===== config.mk =====
export PLATFORM = sky130hd
export DESIGN_NAME = sma_window_feeder
export DESIGN_NICKNAME = d
export VERILOG_FILES = /design/src/rtl/sma_pkg.sv /design/src/rtl/sma_window_ram.sv /design/src/rtl/sma_window_feeder.sv
export SDC_FILE = /design/constraint.sdc
export NUM_CORES = 1
export LEC_CHECK = 0
export CAP_MARGIN = 20
export CORE_ASPECT_RATIO = 1.4
export CORE_MARGIN = 4
export CORE_UTILIZATION = 55
export CTS_BUF_LIST = sky130_fd_sc_hd__clkbuf_4 sky130_fd_sc_hd__clkbuf_8
export DETAILED_ROUTE_END_ITERATION = 8
export HOLD_SLACK_MARGIN = 0.05
export PLACE_DENSITY = 0.78
export SYNTH_ARGS = -nofsm -noshare
export SYNTH_HDL_FRONTEND = slang
export SYNTH_SLANG_ARGS = --single-unit

===== constraint.sdc =====
create_clock -name clk -period 2.15 [get_ports clk]
set_clock_uncertainty 0.1 [all_clocks]
set_input_delay 0.3225 -clock clk [delete_from_list [all_inputs] [get_ports clk]]
set_output_delay 0.3225 -clock clk [all_outputs]
set_load 0.05 [all_outputs]

===== src/rtl/sma_pkg.sv =====
// Shared widths and the window fill-state enum for the moving-average pipeline.
// The downstream averaging stage reuses sma_fill_state_t.
package sma_pkg;

    localparam int DATA_WIDTH = 8;
    localparam int DEPTH      = 16;
    localparam int PTR_W      = $clog2(DEPTH);
    localparam int CNT_W      = PTR_W + 1;

    typedef enum logic {
        FILL   = 1'b0,
        STEADY = 1'b1
    } sma_fill_state_t;

endpackage


===== src/rtl/sma_window_ram.sv =====
// DEPTH x DATA_WIDTH window storage: synchronous write, asynchronous read.
// A read of the slot being written returns the old content; no backpressure.
module sma_window_ram #(
    parameter int DATA_WIDTH = 8,
    parameter int DEPTH      = 16,
    localparam int AW        = $clog2(DEPTH)
) (
    input  logic                  clk,
    input  logic                  we_i,
    input  logic [AW-1:0]         waddr_i,
    input  logic [DATA_WIDTH-1:0] wdata_i,
    input  logic [AW-1:0]         raddr_i,
    output logic [DATA_WIDTH-1:0] rdata_o
);

    logic [DATA_WIDTH-1:0] mem_q [DEPTH];

    always_ff @(posedge clk) begin
        if (we_i) begin
            mem_q[waddr_i] <= wdata_i;
        end
    end

    assign rdata_o = mem_q[raddr_i];

endmodule


===== src/rtl/sma_window_feeder.sv =====
// Pairs each accepted sample with the one it evicts from the window (0 while filling).
// One-cycle latency through a single output register; stalls upstream while the pair is unconsumed.
module sma_window_feeder
    import sma_pkg::*;
#(
    parameter int DATA_WIDTH = sma_pkg::DATA_WIDTH,
    parameter int DEPTH      = sma_pkg::DEPTH,
    localparam int PTR_BITS  = $clog2(DEPTH),
    localparam int CNT_BITS  = PTR_BITS + 1
) (
    input  logic                  clk,
    input  logic                  rst,
    input  logic                  clear,
    input  logic [DATA_WIDTH-1:0] in_data,
    input  logic                  in_valid,
    output logic                  in_ready,
    output logic [DATA_WIDTH-1:0] a,
    output logic [DATA_WIDTH-1:0] b,
    output logic                  op_valid,
    input  logic                  op_ready,
    output logic                  window_full,
    output logic [CNT_BITS-1:0]   fill_count
);

    sma_fill_state_t       state_q, state_d;
    logic [PTR_BITS-1:0]   wr_ptr_q, wr_ptr_d;
    logic [CNT_BITS-1:0]   cnt_q, cnt_d;
    logic [DATA_WIDTH-1:0] a_q, a_d;
    logic [DATA_WIDTH-1:0] b_q, b_d;
    logic                  ov_q, ov_d;
    logic [DATA_WIDTH-1:0] evict_dat;
    logic                  accept;

    // Output register empties or is popped this cycle; never depends on in_valid.
    assign in_ready = !rst && !clear && (!ov_q || op_ready);
    assign accept   = in_valid && in_ready;

    sma_window_ram #(
        .DATA_WIDTH(DATA_WIDTH),
        .DEPTH     (DEPTH)
    ) u_ram (
        .clk    (clk),
        .we_i   (accept),
        .waddr_i(wr_ptr_q),
        .wdata_i(in_data),
        .raddr_i(wr_ptr_q),
        .rdata_o(evict_dat)
    );

    always_comb begin
        state_d  = state_q;
        wr_ptr_d = wr_ptr_q;
        cnt_d    = cnt_q;
        a_d      = a_q;
        b_d      = b_q;
        ov_d     = ov_q;

        if (clear) begin
            state_d  = FILL;
            wr_ptr_d = '0;
            cnt_d    = '0;
            ov_d     = 1'b0;
        end else if (accept) begin
            a_d      = in_data;
            b_d      = (state_q == STEADY) ? evict_dat : '0;
            wr_ptr_d = wr_ptr_q + PTR_BITS'(1);
            ov_d     = 1'b1;
            if (state_q == FILL) begin
                cnt_d = cnt_q + CNT_BITS'(1);
                if (cnt_q == CNT_BITS'(DEPTH - 1)) begin
                    state_d = STEADY;
                end
            end
        end else if (ov_q && op_ready) begin
            ov_d = 1'b0;
        end
    end

    always_ff @(posedge clk) begin
        if (rst) begin
            state_q  <= FILL;
            wr_ptr_q <= '0;
            cnt_q    <= '0;
            a_q      <= '0;
            b_q      <= '0;
            ov_q     <= 1'b0;
        end else begin
            state_q  <= state_d;
            wr_ptr_q <= wr_ptr_d;
            cnt_q    <= cnt_d;
            a_q      <= a_d;
            b_q      <= b_d;
            ov_q     <= ov_d;
        end
    end

    assign a           = a_q;
    assign b           = b_q;
    assign op_valid    = ov_q;
    assign window_full = (state_q == STEADY);
    assign fill_count  = cnt_q;

endmodule


==> flow_metrics.tcl <==
set metrics [dict create \
    root_buffer "clkbuf_8" \
    multi_input_area_sq_um 1590 \
    final-hold-violation-count 0 \
    final_nets 431 \
    fp.dieW_microns 97.5 \
    port_buffers 36 \
    cpPeakStageDelay_ps 830 \
    crit_family "buffers and inverters" \
    drc 0 \
    worst_ep_required_time_ps 1730 \
    placementRows 45 \
    drtIter0Drc 233 \
    antenna_left 0 \
    tns_ps 0 \
    outcome "finished clean" \
    p_per_area_nw_per_um2 779 \
    power_switching_w 0.00115 \
    nFillCells 739 \
    crit_buf_inv 1 \
    max-slew-margin-rel_pct 54.8 \
    cp-end-kind "output pin" \
    diodes 0 \
    crit_type "register to output pin" \
    yosysSeqAreaShare_pct 72.3 \
    synth-main-ff-cell "edfxtp_1" \
    ys_types 30 \
    clockBufferDepth 2 \
    cap_violations 0 \
    place_inst 534 \
    cts_resized 0 \
    rsz0062_at_grt "false" \
    maxSlewViolCount 0 \
    area_delta_synth_final_pct 18.2 \
    cts_num_sinks 159 \
    min_period_ps 2060 \
    via_per_inst 5.81 \
    grt_usage_pct 20.2 \
    finalNonFillerCells 566 \
    swShare_pct 20.2 \
    gp_congestion 0.889 \
    design.core.area_sq_um 10900 \
    initial_core_util_pct 56.5 \
    synthTopCellsByCount "edfxtp_1, dfxtp_1, nor2_1, nand2_1" \
    cp_cell_sequence "clkdlybuf4s50_1" \
    yosysMostFrequentCell "edfxtp_1" \
    place_worst_setup_slack_ps -3.69 \
    grt_pass1_wl_microns 19300 \
    synth-seq-cells 159 \
    crit_path_max_fanout 5 \
    synth_area_leaders "edfxtp_1, dfxtp_1, mux4_1, mux4_2, mux2i_1" \
    h-tree-depth 4 \
    power_leakage_nw 2.42 \
    async_reset_ff_share_pct 0 \
    hpwl_microns 8430 \
    cts_setup_buffers 0 \
    cp_slowest_cell "clkdlybuf4s50_1" \
    dieArea_sq_um 13000 \
    synthCells 341 \
    p_int_w 0.00454 \
    setup-violations-final 0 \
    cts_inserted_buffers 17 \
    die_y_microns 133 \
    yosysWarnings 0 \
    clk_latency_ps 430 \
    yosysTopAreaCell "edfxtp_1" \
    cts-hold-fix-buffers 0 \
    drt-pass1-iter-count 4 \
    p_seq_share_pct 58.7 \
    vdd_ir_drop_max_mv 0.465 \
    synth_area_sq_um 6170 \
    grt_max_degree 33 \
    combPwrFrac_pct 3.5 \
    synth_top_area_share_pct 62.3 \
    regArea_sq_um 4470 \
    grt_pass1_vias 3530 \
    antenna_found_initial 0 \
    routed_wl_microns 12300 \
    min_path_type "register to register" \
    syn_avg_cell_area_sq_um 18.1 \
    routed-via-count 3288 \
    synth_edf_count 128 \
    drive_gt1_share_pct 22.6 \
    crit_path_start_kind "register" \
    cts_tree "built" \
    fin_hold_ws_ps 363 \
    syn_nets 360 \
    cp.arrival_ps 1640 \
    clk_pin_slew_ps 70 \
    avgRoutedWirePerCell_microns 21.8 \
    clockPowerShare_pct 37.8 \
    fmax_ghz 0.485 \
    worst_slew_pin_slew_ps 676 \
    fin_ws_ps 88.8 \
    grt_overflow 0 \
    fin_crit_sh_pct 95.9 \
    io_pins 37 \
]
[through the flow]
| step | cell area, sq um | utilization (%) | total power (W) |
|---|---|---|---|
| floorplan | 6190 | - | 0.00350 |
| global placement | 6900 | 63.2 | 0.00360 |
| detailed placement | 6900 | 63.2 | 0.00361 |
| CTS | 7290 | 66.7 | 0.00572 |
| global route | 7290 | 66.8 | 0.00588 |
| finish | 7290 | 66.8 | 0.00568 |
[cell usage in the layout (no fill, tap or decap), types with 3 or more instances in the layout]
master / synthesis / routed
edfxtp_1: 128 / 128
clkdlybuf4s50_1: 0 / 34
buf_4: 1 / 32
dfxtp_1: 31 / 30
nor2_1: 23 / 23
nand2_1: 22 / 22
clkbuf_8: 0 / 19
mux4_2: 16 / 16
mux4_1: 16 / 16
a21oi_1: 13 / 13
nor3_1: 12 / 9
mux2i_1: 9 / 9
mux2_2: 8 / 8
a221o_1: 8 / 8
ha_1: 6 / 6
inv_1: 5 / 5
inv_4: 0 / 5
and3_1: 4 / 4
nand2b_1: 3 / 3
nand4_1: 3 / 3
nor3_2: 0 / 3
nand3_1: 3 / 3
o21ai_0: 3 / 3
or3_1: 3 / 3
clkbuf_4: 0 / 3
clkinv_2: 0 / 3
buf_12: 2 / 3
[flip-flops by register name, summed over array words and instances (netlist names), named ones only]
name / count
u_ram.mem_q: 128
a: 8
b: 8
fill_count: 5
wr_ptr_q: 4
op_valid: 1
window_full: 1
[path summary, 6_finish.rpt]
kind,startpoint,endpoint,slack (ps),cells after the start
worst max-delay path,fill_count[2],fill_count[2],90,1
worst min-delay path,a[2],a[2],360,2
worst max register to register,register,b[1],110,4
worst min register to register,a[2],a[2],360,2
[metal layers]
| layer | wire, microns | track usage (%) | part of all wire, % | vias up |
|---|---|---|---|---|
| li1 | - | - | - | 1490 |
| met1 | 4730 | 24.0 | 38 | 1636 |
| met2 | 6510 | 34.6 | 53 | 129 |
| met3 | 622 | 4.87 | 5.0 | 33 |
| met4 | 469 | 9.62 | 3.8 | 0 |
| met5 | 0 | 0 | 0 | - |
[area by class of cell]
| class | instances | share of cell area, % |
|---|---|---|
| clock inverter | 10 | 1.46 |
| sequential | 159 | 61.2 |
| timing repair buffer | 70 | 8.96 |
| multi-input combinational | 159 | 21.8 |
| inverter | 5 | 0.257 |
| tap | 141 | 2.42 |
| clock buffer | 22 | 3.89 |
[cells by family after synthesis]
logic type,count (synthesis),synth area share (%)
multiplexers,49,15.6
adder cells (fa/ha/maj),6,1.22
AO/OA/AOI/OAI,25,2.72
flip-flops,159,72.3
XOR/XNOR,3,0.426
AND/OR/NAND/NOR,76,5.58
buffers and inverters,23,2.15
[power groups by stage]
stage | clock, W | combinational, W | sequential (W)
finish | 0.00215 | 0.000197 | 0.00334
global route | 0.00233 | 0.000213 | 0.00334
floorplan | 0 | 0.0000706 | 0.00343
detailed placement | 0 | 0.000200 | 0.00341
CTS | 0.00218 | 0.000200 | 0.00334
global placement | 0 | 0.000194 | 0.00341
Note: power is estimated with default switching activity, not from simulation.
